## src/rtl/output_display_driver.sv

```systemverilog
// Four-digit hex readout of the CPU output register on a multiplexed, active-low
// common-anode 7-segment display, with change flash on digit 0's decimal point.
module output_display_driver #(
  parameter int unsigned REFRESH_DIV = 100000,
  parameter int unsigned HOLD_FRAMES = 50
) (
  input  logic        CLK,
  input  logic        ACLR_L,
  input  logic        SLOW_CLOCK_STRB,
  input  logic        OUT_LOAD,
  input  logic [15:0] OUT_VAL,
  input  logic        BLANK_LZ,
  output logic [3:0]  AN_L,
  output logic [6:0]  SEG_L,
  output logic        DP_L
);

  localparam int unsigned DIV_W   = (REFRESH_DIV > 2) ? $clog2(REFRESH_DIV) : 1;
  localparam int unsigned FLASH_W = $clog2(HOLD_FRAMES + 1);
  localparam logic [DIV_W-1:0]   DIV_LAST   = DIV_W'(REFRESH_DIV - 1);
  localparam logic [FLASH_W-1:0] FLASH_LOAD = FLASH_W'(HOLD_FRAMES);

  logic [15:0]        shadow;
  logic               load_pend;
  logic [DIV_W-1:0]   div_cnt;
  logic [1:0]         dig;
  logic [FLASH_W-1:0] flash_cnt;

  logic               div_wrap_c;
  logic               frame_wrap_c;
  logic               changed_c;
  logic [3:0]         nibble_c;
  logic               blank_c;
  logic [3:0]         an_c;
  logic [6:0]         seg_c;
  logic               dp_c;

  function automatic logic [6:0] hex7(input logic [3:0] n);
    case (n)
      4'h0: hex7 = 7'h40;
      4'h1: hex7 = 7'h79;
      4'h2: hex7 = 7'h24;
      4'h3: hex7 = 7'h30;
      4'h4: hex7 = 7'h19;
      4'h5: hex7 = 7'h12;
      4'h6: hex7 = 7'h02;
      4'h7: hex7 = 7'h78;
      4'h8: hex7 = 7'h00;
      4'h9: hex7 = 7'h10;
      4'hA: hex7 = 7'h08;
      4'hB: hex7 = 7'h03;
      4'hC: hex7 = 7'h46;
      4'hD: hex7 = 7'h21;
      4'hE: hex7 = 7'h06;
      default: hex7 = 7'h0E;
    endcase
  endfunction

  assign div_wrap_c   = (div_cnt == DIV_LAST);
  assign frame_wrap_c = div_wrap_c && (dig == 2'd3);
  assign changed_c    = load_pend && (OUT_VAL != shadow);

  // Capture: strobe cycle arms, following cycle samples the freshly loaded register
  always_ff @(posedge CLK or negedge ACLR_L) begin
    if (!ACLR_L) begin
      shadow    <= 16'h0000;
      load_pend <= 1'b0;
    end else begin
      load_pend <= SLOW_CLOCK_STRB && OUT_LOAD;
      if (load_pend) shadow <= OUT_VAL;
    end
  end

  // Digit multiplex timing
  always_ff @(posedge CLK or negedge ACLR_L) begin
    if (!ACLR_L) begin
      div_cnt <= '0;
      dig     <= 2'd0;
    end else begin
      div_cnt <= div_wrap_c ? '0 : div_cnt + DIV_W'(1);
      if (div_wrap_c) dig <= dig + 2'd1;
    end
  end

  // Change indicator; a reload beats the end-of-frame decrement
  always_ff @(posedge CLK or negedge ACLR_L) begin
    if (!ACLR_L) begin
      flash_cnt <= '0;
    end else if (changed_c) begin
      flash_cnt <= FLASH_LOAD;
    end else if (frame_wrap_c && (flash_cnt != '0)) begin
      flash_cnt <= flash_cnt - FLASH_W'(1);
    end
  end

  always_comb begin
    nibble_c = shadow[3:0];
    blank_c  = 1'b0;
    case (dig)
      2'd1: begin
        nibble_c = shadow[7:4];
        blank_c  = BLANK_LZ && (shadow[15:4] == 12'h000);
      end
      2'd2: begin
        nibble_c = shadow[11:8];
        blank_c  = BLANK_LZ && (shadow[15:8] == 8'h00);
      end
      2'd3: begin
        nibble_c = shadow[15:12];
        blank_c  = BLANK_LZ && (shadow[15:12] == 4'h0);
      end
      default: ;
    endcase
    an_c  = ~(4'b0001 << dig);
    seg_c = blank_c ? 7'h7F : hex7(nibble_c);
    dp_c  = !((dig == 2'd0) && (flash_cnt != '0));
  end

  always_ff @(posedge CLK or negedge ACLR_L) begin
    if (!ACLR_L) begin
      AN_L  <= 4'b1111;
      SEG_L <= 7'h7F;
      DP_L  <= 1'b1;
    end else begin
      AN_L  <= an_c;
      SEG_L <= seg_c;
      DP_L  <= dp_c;
    end
  end

endmodule

```

## config.mk

```make
export PLATFORM = sky130hd
export DESIGN_NAME = output_display_driver
export DESIGN_NICKNAME = d
export VERILOG_FILES = /design/src/rtl/output_display_driver.sv
export SDC_FILE = /design/constraint.sdc
export NUM_CORES = 1
export LEC_CHECK = 0
export CORE_ASPECT_RATIO = 0.5
export CORE_MARGIN = 3
export CORE_UTILIZATION = 35
export CTS_BUF_LIST = sky130_fd_sc_hd__clkbuf_8
export CTS_CLUSTER_DIAMETER = 200
export CTS_CLUSTER_SIZE = 8
export DETAILED_ROUTE_END_ITERATION = 7
export GPL_ROUTABILITY_DRIVEN = 0
export SLEW_MARGIN = 20
export SYNTH_ARGS = -nofsm -noshare
export SYNTH_HDL_FRONTEND = slang
export SYNTH_SLANG_ARGS = --single-unit
```

## constraint.sdc

```tcl
create_clock -name CLK -period 4 [get_ports CLK]
set_input_delay 1 -clock CLK [delete_from_list [all_inputs] [get_ports CLK]]
set_output_delay 1 -clock CLK [all_outputs]
set_load 0.02 [all_outputs]
```

Word-level counts from Yosys, hierarchy flattened
Memory sizes are Yosys's and may differ from the RTL's.
Cells that the tools add are included.
- memories kept: 1
- ROM bits: 112
- bits of input ports: 21
- latch bits: 0
- register bits after elaboration: 54
- logic and storage cells: 40
- memory bits (writable): 0
- mux-type cells: 6
- multiply operators: 0
- magnitude comparators: 0
- bitwise logic cells: 1
- shift-type cells: 1
- div/mod/pow operators: 0
- add/subtract/negate cells: 3
- equality and inequality tests: 5
- reduce and logical (&&, ||, !) cells: 15
- memories (name ; depth ; bits a word ; read ports ; clocked after Yosys merged registers in ; write ports ; line ; RTL):
    (no name shown) ; 16 ; 7 ; 1 ; 0 ; 0 ; 39 ; case (n)
- operators by type and width (operator ; count):
    $add A17 B1 Y17 const B ; 1
    $eq A17 B17 Y1 const B ; 1
    $mux W17 ; 1
    $ne A16 B16 Y1 ; 1
    $logic_not A12 Y1 ; 1
    $mux W6 ; 2
    $pmux W4 S3 ; 1
    $logic_and A1 B1 Y1 ; 8
    $logic_not A8 Y1 ; 1
    $mux W7 ; 1
    $reduce_bool A6 Y1 ; 1
    $sub A6 B1 Y6 const B ; 1
    $eq A2 B2 Y1 const B ; 2
    $logic_not A4 Y1 ; 1
    $not A4 Y4 ; 1
    $shl A1 B2 Y4 const A ; 1
    $pmux W1 S3 ; 1
    $add A2 B1 Y2 const B ; 1
    $eq A2 B1 Y1 const B ; 1
    $logic_not A2 Y1 ; 1
    $reduce_bool A2 Y1 ; 1
    $logic_not A1 Y1 ; 1

Depth between registers and ports, before layout
- depth in word-level cells: 5
- depth in mapped cells: 11
- gate-level depth less buffers: 11

Worst setup path before layout
Ideal clock, no wire load.
- path kind: input to register
- start point: input OUT_VAL[10]
- end point: register flash_cnt[1]
- stages on the path: 4
- required time: 3.845 ns
- setup slack: 1.998 ns
- arrival: 1.848 ns
- library setup time: 0.155 ns
- path buffers: 0
- path through: xnor2_1 > nand4_1 > o41ai_1 > o211ai_1
- word-level cells in the longest chain between the ends: 3
- elaborated cells between the ends (all ways): 4
- those cells by class: eq/ne: 1; mux: 1; reduce/logical: 2
- ends and longest elaborated chain (item ; line ; RTL):
    start, declared ; 11 ; input logic [15:0] OUT_VAL,
    $ne A16 B16 Y1 (*) ; 61 ; assign changed_c = load_pend && (OUT_VAL != shadow);
    $logic_and A1 B1 Y1 (*) ; 61 ;
    $mux W6 / $reduce_bool A2 Y1 (equally long branches) ; -- ;
    end signal, assigned ; 92 ; flash_cnt <= flash_cnt - FLASH_W'(1);
    end, declared ; 27 ; logic [FLASH_W-1:0] flash_cnt;
Mark *: on every way between the ends. The rest lies on a longest branch, timed or not.
A chain may end at the register's enable or synchronous reset.

Worst setup path in the final report
- start point: input OUT_VAL[13]
- end point: register flash_cnt[1]
Same word-level chain as after synthesis.

==> results.py <==
metrics = {
    "status": {
        "status": "completed",
    },
    "setup_path": {
        "crit_arrival_ns": 2.67,
        "path_max_fanout": 3,
        "crit_required_ns": 4.15,
        "start_kind": "input port",
        "path_class": "input port to register",
        "r2r_setup_slack_ns": 1.63,
        "reg2reg_from": "div_cnt[13]$_DFF_PN0_",
        "reg2reg_to": "flash_cnt[0]$_DFFE_PN0P_",
        "critPathCaptureType": "register",
        "reg2reg_depth": 5,
    },
    "placed_design": {
        "io_buffers": 32,
        "preCtsSetupSlack_ns": 1.15,
        "place_hpwl_um": 3950,
    },
    "power_and_ir_drop": {
        "p_leak_nw": 1.39,
        "pwr_density_cell_nw_per_um2": 346,
        "ir_worst_vdd_uv": 117,
        "total_power_w": 0.00113,
    },
    "sta": {
        "hold_viol": 0,
        "fin_ws_ns": 1.48,
        "fin_crit_ns": 2.52,
        "worstMarginPinSlew_ns": 0.867,
        "finClkSkew_ns": 0.00579,
        "drv_slew": 0,
        "rsz0062_at_grt": "false",
        "fmax_mhz": 397,
        "min_period_over_period_pct": 63.0,
        "setup_tns_ns": 0,
        "hold_ws_ns": 0.488,
        "slew_headroom_pct": 41.7,
        "setup_viol": 0,
    },
    "logic_synthesis": {
        "synth_area_um2": 2760,
        "post-synth-top-area-cell": "dfrtp_1",
        "synth.distinct_cells": 41,
        "synth_cells": 248,
        "synth_xor_area_share_pct": 11.4,
        "async_flop_share_pct": 100,
        "synth_simple_gate_area_share_pct": 14.8,
        "synth_seq_cells": 54,
        "synth_edf_count": 0,
        "synth_top_area_share_pct": 38.1,
        "synth_compound_area_share_pct": 7.36,
        "synth_top_flop_cell": "dfrtp_1",
        "synth_nets": 283,
        "seq_area_frac_synth_pct": 49.6,
        "yosys_warnings": 0,
        "yosys-top-cells-area": "dfrtp_1 (38%), dfstp_2 (11%), xnor2_1 (7.9%)",
        "synth_top_family_by_area": "simple AND/OR/NAND/NOR gates",
        "syn_area_per_cell_um2": 11.1,
        "muxShareOfSynthArea_pct": 7.18,
        "synth_fa_ha_area_share_pct": 6.36,
    },
    "cells_and_area": {
        "diodes": 0,
        "fill_cells": 714,
        "area_growth_pct": 18.7,
        "final_cell_mix": "dfrtp_1 (42), clkdlybuf4s50_1 (31), xnor2_1 (25)",
        "drive_gt1_share_pct": 13.4,
        "layout_commonest_cell": "dfrtp_1",
        "fin_nets": 318,
    },
    "hold_path": {
        "min_from": "div_cnt[0]$_DFF_PN0_",
        "hold_depth": 1,
        "min_to": "div_cnt[0]$_DFF_PN0_",
        "hp-class": "register to register",
    },
    "drt": {
        "drc": 0,
        "first_pass_iters": 6,
        "wire_per_inst_um": 13.6,
        "dr_total_vias": 1921,
        "ant_nets": 0,
        "drt_iter0_markers": 160,
        "vias_per_cell": 4.90,
        "routed_wl_um": 5340,
    },
    "global_routing": {
        "grt_pass1_vias": 1858,
        "antenna_found_initial": 0,
        "overflow": 0,
        "grt.total_usage_pct": 12.2,
        "grt_first_pass_wirelength_um": 8830,
        "grt_max_degree": 36,
    },
    "floorplan": {
        "die_h_um": 68.7,
        "rows": 22,
        "pin_count": 33,
        "die_x_um": 131,
        "initial_utilization_pct": 36.8,
        "fp.dieArea_um2": 9040,
        "core_area_um2": 7490,
    },
    "clock_tree": {
        "clock_sinks": 54,
        "clock_latency_ns": 0.30,
        "clk_pin_slew_worst_paths_ns": 0.09,
        "cts_resized": 0,
        "cts_tree": "done",
        "ctsLongestPathBuffers": 2,
        "cts_hold_buf": 0,
        "cts-root-buf": "clkbuf_8",
        "cts_max_level": 2,
        "post-cts-setup-buffers": 0,
        "numCtsBuffers": 5,
    },
    "job": {
        "max-cap-violations": 0,
    },
}
## worst max-delay path, stage by stage
cell	delay (ns)
clkdlybuf4s50_1	0.50
xnor2_1	0.13
nand4_1	0.17
o41ai_1	0.70
o211ai_1	0.17
## synthesized netlist by cell type (all sizes together), types with 2 or more instances
master,count
mux2i,4
xnor2,25
a21oi,3
ha,14
and4,2
nand4b,2
nand4,10
nand2b,2
nand3,6
nor2b,2
dfstp,12
nand2,18
or4b,2
and3,2
o21ai,10
xor2,11
mux2,14
nor4,4
inv,18
dfrtp,42
nor2,18
clkbuf,4
a222oi,3
o221ai,5
## cell type report
cell class              instances  area (um^2)  area share, %
flip-flops and latches         54         1370           41.8
multi-input cells             171         1300           39.7
repair buffers                 33          323           9.87
well taps                     108          135           4.13
clock buffers                   5         68.8           2.10
inverters                      18         67.6           2.07
clock inverters                 3         11.3          0.344
## state kept, by name, summed over array words and instances, names as in the netlist
register / count
flash_cnt: 6
shadow: 16
AN_L: 4
SEG_L: 7
div_cnt: 17
DP_L: 1
dig: 2
load_pend: 1
## cells by family (layout without fill, tap and decap cells)
family,after synthesis,after routing
mux,18,18
buf+inv,23,59
fa+ha+maj,14,14
compound gates,29,29
flops,54,54
simple gates,74,74
xor+xnor,36,36
## how the worst max path moves through the flow
stage / slack (ns) / startpoint / endpoint
6_report: 1.48 / OUT_VAL[13] / flash_cnt[1]$_DFFE_PN0P_
5_1_grt: 1.42 / dig[0]$_DFFE_PN0N_ / SEG_L[6]$_DFF_PN1_
4_1_cts: 1.48 / OUT_VAL[13] / flash_cnt[1]$_DFFE_PN0P_
3_5_place_dp: 1.15 / OUT_VAL[13] / flash_cnt[1]$_DFFE_PN0P_
3_3_place_gp: 1.28 / OUT_VAL[2] / flash_cnt[1]$_DFFE_PN0P_
2_1_floorplan: 2.00 / OUT_VAL[10] / flash_cnt[1]$_DFFE_PN0P_
## per-layer routing
metal	vias up	routed length, um	global-route usage (%)
met5	-	0	0
met4	0	59	3.14
met3	7	233	2.83
met2	47	2420	20.4
met1	936	2620	16.2
li1	931	-	-
## power breakdown
part	total [W]	internal (W)	switching (W)
combinational	0.000209	0.000109	0.000101
sequential	0.000633	0.000596	0.0000374
clock	0.000288	0.000117	0.000171
total	0.00113	0.000822	0.000309
## through the flow
stage	util, %	cells	area [um^2]
finish	43.7	392	3270
global route	43.7	392	3270
CTS	43.7	392	3270
detailed placement	42.6	384	3190
global placement	42.6	384	3190
floorplan	-	248	2760
(Power assumes the default switching activity.)
